### config.mk
export PLATFORM = sky130hd
export DESIGN_NAME = branch_predictor
export DESIGN_NICKNAME = d
export VERILOG_FILES = /design/src/rtl/riscv_pkg.sv /design/src/rtl/bp_btb.sv /design/src/rtl/branch_predictor.sv
export SDC_FILE = /design/constraint.sdc
export NUM_CORES = 2
export LEC_CHECK = 0
export BUFFER_PORTS_ARGS = -buffer_cell sky130_fd_sc_hd__buf_2
export CORE_MARGIN = 8
export CORE_UTILIZATION = 56
export DETAILED_ROUTE_END_ITERATION = 7
export PLACE_DENSITY = 0.78
export SLEW_MARGIN = 20
export SYNTH_ARGS = -nofsm -noshare
export SYNTH_HDL_FRONTEND = slang
export SYNTH_SLANG_ARGS = --single-unit
export TNS_END_PERCENT = 20
### constraint.sdc
create_clock -name clk -period 2.84 [get_ports clk]
set_input_delay 0.142 -clock clk [delete_from_list [all_inputs] [get_ports clk]]
set_output_delay 0.142 -clock clk [all_outputs]
set_load 0.01 [all_outputs]
### src/rtl/riscv_pkg.sv
// Shared RISC-V types and constants used by the fetch-side branch predictor.
package riscv_pkg;

  localparam int XLEN = 32;

  typedef enum logic [6:0] {
    OP_LUI    = 7'b0110111,
    OP_AUIPC  = 7'b0010111,
    OP_JAL    = 7'b1101111,
    OP_JALR   = 7'b1100111,
    OP_BRANCH = 7'b1100011,
    OP_LOAD   = 7'b0000011,
    OP_STORE  = 7'b0100011,
    OP_IMM    = 7'b0010011,
    OP_OP     = 7'b0110011,
    OP_SYSTEM = 7'b1110011
  } opcode_e;

  typedef enum logic [1:0] {
    SNT = 2'd0,
    WNT = 2'd1,
    WT  = 2'd2,
    ST  = 2'd3
  } bp_counter_e;

  localparam logic [XLEN-1:0] BP_PC_STEP = 32'd4;

  // Tag is kept XLEN wide so the struct does not depend on the BTB depth.
  typedef struct packed {
    logic            valid;
    logic [XLEN-1:0] tag;
    logic [XLEN-1:0] target;
    logic            is_jump;
  } btb_entry_t;

  function automatic bp_counter_e bp_counter_next(input bp_counter_e cnt, input logic taken);
    bp_counter_e nxt;
    case (cnt)
      SNT:     nxt = taken ? WNT : SNT;
      WNT:     nxt = taken ? WT  : SNT;
      WT:      nxt = taken ? ST  : WNT;
      ST:      nxt = taken ? ST  : WT;
      default: nxt = WNT;
    endcase
    return nxt;
  endfunction

endpackage

### src/rtl/bp_btb.sv
// Direct-mapped branch target buffer: one combinational read port, one write port.
module bp_btb
  import riscv_pkg::*;
#(
  parameter int ENTRIES = 16
) (
  input  logic            clk,
  input  logic            rst_n,
  input  logic [XLEN-1:0] rd_pc,
  output logic            rd_hit,
  output logic [XLEN-1:0] rd_target,
  output logic            rd_is_jump,
  input  logic            wr_en,
  input  logic [XLEN-1:0] wr_pc,
  input  logic [XLEN-1:0] wr_target,
  input  logic            wr_is_jump
);

  localparam int IDX_W = $clog2(ENTRIES);

  btb_entry_t      entry_reg [ENTRIES];
  btb_entry_t      rd_entry;
  logic [IDX_W-1:0] rd_idx;
  logic [IDX_W-1:0] wr_idx;
  logic [XLEN-1:0]  rd_tag;
  logic [XLEN-1:0]  wr_tag;

  assign rd_idx = rd_pc[IDX_W+1:2];
  assign wr_idx = wr_pc[IDX_W+1:2];
  assign rd_tag = rd_pc >> (IDX_W + 2);
  assign wr_tag = wr_pc >> (IDX_W + 2);

  assign rd_entry   = entry_reg[rd_idx];
  assign rd_hit     = rd_entry.valid && (rd_entry.tag == rd_tag);
  assign rd_target  = rd_entry.target;
  assign rd_is_jump = rd_entry.is_jump;

  // Collisions simply overwrite: the last writer owns the slot.
  always_ff @(posedge clk or negedge rst_n) begin
    if (!rst_n) begin
      for (int i = 0; i < ENTRIES; i++) begin
        entry_reg[i] <= '0;
      end
    end else if (wr_en) begin
      entry_reg[wr_idx] <= '{valid: 1'b1, tag: wr_tag, target: wr_target, is_jump: wr_is_jump};
    end
  end

endmodule

### src/rtl/branch_predictor.sv
// Fetch-side predictor: bimodal 2-bit BHT plus direct-mapped BTB, trained at resolve.
// Optional gshare indexing is enabled by defining BP_GSHARE_EN.
module branch_predictor
  import riscv_pkg::*;
#(
  parameter int BHT_ENTRIES = 64,
  parameter int BTB_ENTRIES = 16
) (
  input  logic            clk,
  input  logic            rst_n,
  input  logic [XLEN-1:0] pred_pc,
  output logic            pred_taken,
  output logic [XLEN-1:0] pred_target,
  input  logic            upd_valid,
  input  opcode_e         upd_opcode,
  input  logic [XLEN-1:0] upd_pc,
  input  logic            upd_taken,
  input  logic [XLEN-1:0] upd_target,
  input  logic            upd_pred_taken,
  input  logic [XLEN-1:0] upd_pred_target,
  output logic            mispredict,
  output logic [XLEN-1:0] redirect_pc
);

  localparam int BHT_W = $clog2(BHT_ENTRIES);

  bp_counter_e      bht_reg [BHT_ENTRIES];
  bp_counter_e      pred_cnt;
  logic [BHT_W-1:0] pred_bi;
  logic [BHT_W-1:0] upd_bi;
  logic             upd_branch;
  logic             upd_jump;
  logic             upd_legal;
  logic             btb_hit;
  logic [XLEN-1:0]  btb_target;
  logic             btb_is_jump;

  assign upd_branch = upd_valid && (upd_opcode == OP_BRANCH);
  assign upd_jump   = upd_valid && ((upd_opcode == OP_JAL) || (upd_opcode == OP_JALR));
  assign upd_legal  = upd_branch || upd_jump;

`ifdef BP_GSHARE_EN
  logic [BHT_W-1:0] ghr_reg;

  assign pred_bi = pred_pc[BHT_W+1:2] ^ ghr_reg;
  assign upd_bi  = upd_pc[BHT_W+1:2] ^ ghr_reg;

  // History advances only on resolved branches, never speculatively.
  always_ff @(posedge clk or negedge rst_n) begin
    if (!rst_n) begin
      ghr_reg <= '0;
    end else if (upd_branch) begin
      ghr_reg <= BHT_W'({ghr_reg, upd_taken});
    end
  end
`else
  assign pred_bi = pred_pc[BHT_W+1:2];
  assign upd_bi  = upd_pc[BHT_W+1:2];
`endif

  always_ff @(posedge clk or negedge rst_n) begin
    if (!rst_n) begin
      for (int i = 0; i < BHT_ENTRIES; i++) begin
        bht_reg[i] <= WNT;
      end
    end else if (upd_branch) begin
      bht_reg[upd_bi] <= bp_counter_next(bht_reg[upd_bi], upd_taken);
    end
  end

  bp_btb #(
    .ENTRIES(BTB_ENTRIES)
  ) u_btb (
    .clk        (clk),
    .rst_n      (rst_n),
    .rd_pc      (pred_pc),
    .rd_hit     (btb_hit),
    .rd_target  (btb_target),
    .rd_is_jump (btb_is_jump),
    .wr_en      (upd_jump || (upd_branch && upd_taken)),
    .wr_pc      (upd_pc),
    .wr_target  (upd_target),
    .wr_is_jump (upd_jump)
  );

  // Lookups read current table state, so a same-cycle update is not visible yet.
  assign pred_cnt    = bht_reg[pred_bi];
  assign pred_taken  = btb_hit && (btb_is_jump || (pred_cnt == WT) || (pred_cnt == ST));
  assign pred_target = pred_taken ? btb_target : '0;

  assign mispredict  = upd_legal &&
                       ((upd_taken != upd_pred_taken) ||
                        (upd_taken && (upd_target != upd_pred_target)));
  assign redirect_pc = upd_taken ? upd_target : (upd_pc + BP_PC_STEP);

endmodule

==> flow_metrics.py <==
metrics = {
    "run_status": {
        "status": "finished, violations left",
        "violations": "negative setup slack",
    },
    "critical_path": {
        "end_kind": "output port",
        "reg2reg_setup_slack_ps": 270,
        "cp.arrival_ps": 3770,
        "cp.required_ps": 2700,
        "critPathLaunchType": "register",
        "path_max_fanout": 8,
        "path_class": "register to output port",
    },
    "clock_tree": {
        "clockRootBuffer": "clkbuf_16",
        "clk_pin_slew_ps": 60,
        "clkSinkCount": 1088,
        "clk-insertion-delay-late_ps": 690,
        "cts_buffer_depth": 3,
        "ctsHtreeMaxLevel": 3,
        "cts_buffers": 107,
        "cts_tree": "built",
    },
    "die": {
        "die_w_um": 328.4,
        "ioPinCount": 206,
        "rows": 114,
        "dieArea_um2": 107800,
        "core_area_um2": 96710,
        "die_h_um": 328.4,
        "start_util_pct": 56.51,
    },
    "finish": {
        "layout_common_cells": "1024 x dfrtp_1, 860 x nand2_1, 730 x mux2_2",
        "final_net_count": 4918,
        "final_cell_area_um2": 63680,
        "largest_reg_flops": 960,
        "areaGrowthSynthToFinish_pct": 16.53,
        "drive_gt1_share_pct": 37.77,
        "fill_cells": 6707,
        "mostFrequentLayoutCell": "dfrtp_1",
    },
    "timing": {
        "finClkSkew_ps": 16.87,
        "relSlewSlack_pct": 13.27,
        "worst_slew_pin_slew_ps": 1301,
        "slew_violations": 0,
        "setup_slack_ps": -1076,
        "fin_tns_setup_ps": -33840,
        "clock.fmax_mhz": 255.4,
        "final-setup-viol-count": 33,
        "period_share_pct": 137.9,
        "grt_setup_unrepaired": "true",
        "min_period_ps": 3916,
        "hold_viol_final": 0,
    },
    "placed_design": {
        "globalplace.congestion": 0.9763,
        "dp_slack_ps": -440.8,
        "portBuffers": 203,
        "dp_hpwl_um": 109100,
        "placed_area_um2": 59250,
    },
    "drt": {
        "via_per_inst": 6.700,
        "post-route-drc-count": 0,
        "wirelength_um": 173700,
        "ant_nets": 0,
        "drtPass1Iterations": 7,
        "wl_per_cell_um": 28.23,
        "drtIter0Drc": 4860,
        "num_vias": 41230,
    },
    "synth": {
        "synth_edf_count": 0,
        "synthFlopType": "dfrtp_1",
        "yosysWarnings": 0,
        "ys_ff_latch": 1088,
        "postSynthAreaPerCell_um2": 12.00,
        "syn-cell-area_um2": 54650,
        "syn-num-nets": 4699,
        "syn_inst": 4555,
        "synthArstFlopShare_pct": 100.0,
        "synth_cell_types": 66,
        "ys_seq_area_share_pct": 49.97,
    },
    "global_route": {
        "grt_pass1_vias": 41990,
        "grt_pass1_wl_um": 263300,
        "grt.overflow.total": 0,
        "track_usage_pct": 31.79,
        "antenna_found_initial": 22,
        "grt_max_degree": 257,
    },
    "power": {
        "ir_drop_uv": 478.5,
        "leakagePower_uw": 0.03099,
        "fin_total_pwr_uw": 34130,
        "power.density_nw_per_um2": 535.9,
    },
    "worst_hold_path": {
        "min_path_type": "input pin to asynchronous set/reset pin",
    },
    "flow_run": {
        "maxCapViolations": 0,
    },
}
[Yosys cell counts (7+ instances only)]
cell type  number  area (µm²)
buf_2          52       260.3
nor2_1        110       412.9
xor2_1         47       411.6
inv_1          19       71.32
nand2b_1       11       68.82
nor4_1         10       62.56
nand4_1        18       112.6
a221oi_1       16       140.1
nand3_1       155       775.7
a31oi_1        72       450.4
o211ai_1        9       67.56
or2_2           9       56.30
o22ai_1         9       56.30
and2_1         15       93.84
and3_1          8       50.05
buf_1          47       176.4
o221ai_1      137        1200
a21oi_1        13       65.06
clkbuf_1      345        1295
nor3_1          7       35.03
o21ai_0       114       570.6
a22oi_1        18       135.1
nor4_2         30       375.4
nand2_1       868        3258
dfrtp_1      1024       25620
mux2i_1        93       930.9
nand4b_1       33       289.0
buf_6          10       112.6
mux4_2        271        6103
mux2_2        730        8220
a221o_1         7       70.07
dfstp_2        64        1682
nor2b_1        64       400.4
buf_4          13       97.59
a21boi_0        8       60.06
xnor2_1        35       306.5
[worst paths after layout]
check | startpoint | cells after the start | to
max in group asynchronous | rst_n | 3 | u_btb.entry_reg[362]$_DFFE_PN0P_
hold / removal | rst_n | 2 | u_btb.entry_reg[942]$_DFFE_PN0P_
setup / recovery | u_btb.entry_reg[44]$_DFFE_PN0P_ | 10 | pred_target[22]
hold reg to reg | u_btb.entry_reg[131]$_DFFE_PN0P_ | 1 | u_btb.entry_reg[131]$_DFFE_PN0P_
min in group clk | upd_pc[17] | 2 | u_btb.entry_reg[308]$_DFFE_PN0P_
setup reg to reg | bht_reg[10]$_DFFE_PN1P_ | 9 | bht_reg[27]$_DFFE_PN0P_
[critical path: stages, from the launching register on]
cell	delay (ps)
dfrtp_1	390
mux4_2	470
mux4_2	560
xnor2_2	170
o311ai_2	140
a2111oi_4	440
buf_12	250
buf_12	140
nand4b_1	150
nor4_4	190
buf_2	180
[final cells by class]
class	count	area, µm²	share of cell area, %
diodes	11	27.53	0.04322
clock buffers	156	3154	4.953
clock inverters	45	560.5	0.8802
inverters	23	88.84	0.1395
multi-input cells	2977	25830	40.57
flip-flops and latches	1088	27310	42.88
well taps	1276	1597	2.507
repair buffers	577	5115	8.032
[timing repair]
action                                 4_1_cts  5_1_grt
setup endpoints to repair                   34       41
buffers inserted                             3        0
hold buffers                                61        0
resized for setup                            7       10
endpoints found under the hold margin      945        0
pin swaps                                    3        0
[report_power, final]
group	switching, µW	leakage (µW)	total [µW]	internal, µW
Clock	6310	0.00183	15000	8710
Combinational	2000	0.0143	3180	1180
Sequential	154	0.0149	15900	15800
Total	8470	0.0310	34100	25700
[per-layer routing]
metal | GRT usage [%] | wire length [µm] | up-vias
li1 | - | - | 16880
met1 | 41.02 | 64110 | 21180
met2 | 48.31 | 78710 | 2589
met3 | 9.223 | 19970 | 561
met4 | 17.71 | 10800 | 16
met5 | 0 | 117 | -
[per-stage QoR]
| stage | utilization, % | hold slack (ps) | std cells |
|---|---|---|---|
| floorplan | - | -153.6 | 4555 |
| global placement | 61.27 | 192.9 | 5877 |
| detailed placement | 61.27 | 189.3 | 5877 |
| CTS | 65.80 | 8.405 | 6142 |
| global route | 65.83 | 52.78 | 6146 |
| finish | 65.85 | 69.13 | 6153 |
[logic make-up (layout without fill, tap and decap cells)]
group	count (synthesis)	count (layout)	share of synthesized area, %
simple gates	1357	1357	11.24
mux	1094	1094	27.91
flops	1088	1088	49.97
buf+inv	490	801	3.711
compound gates	440	440	5.765
xor+xnor	82	82	1.314
fa+ha+maj	4	4	0.09159
other cells	0	11	0
Note: power is estimated with default switching activity, not from simulation.
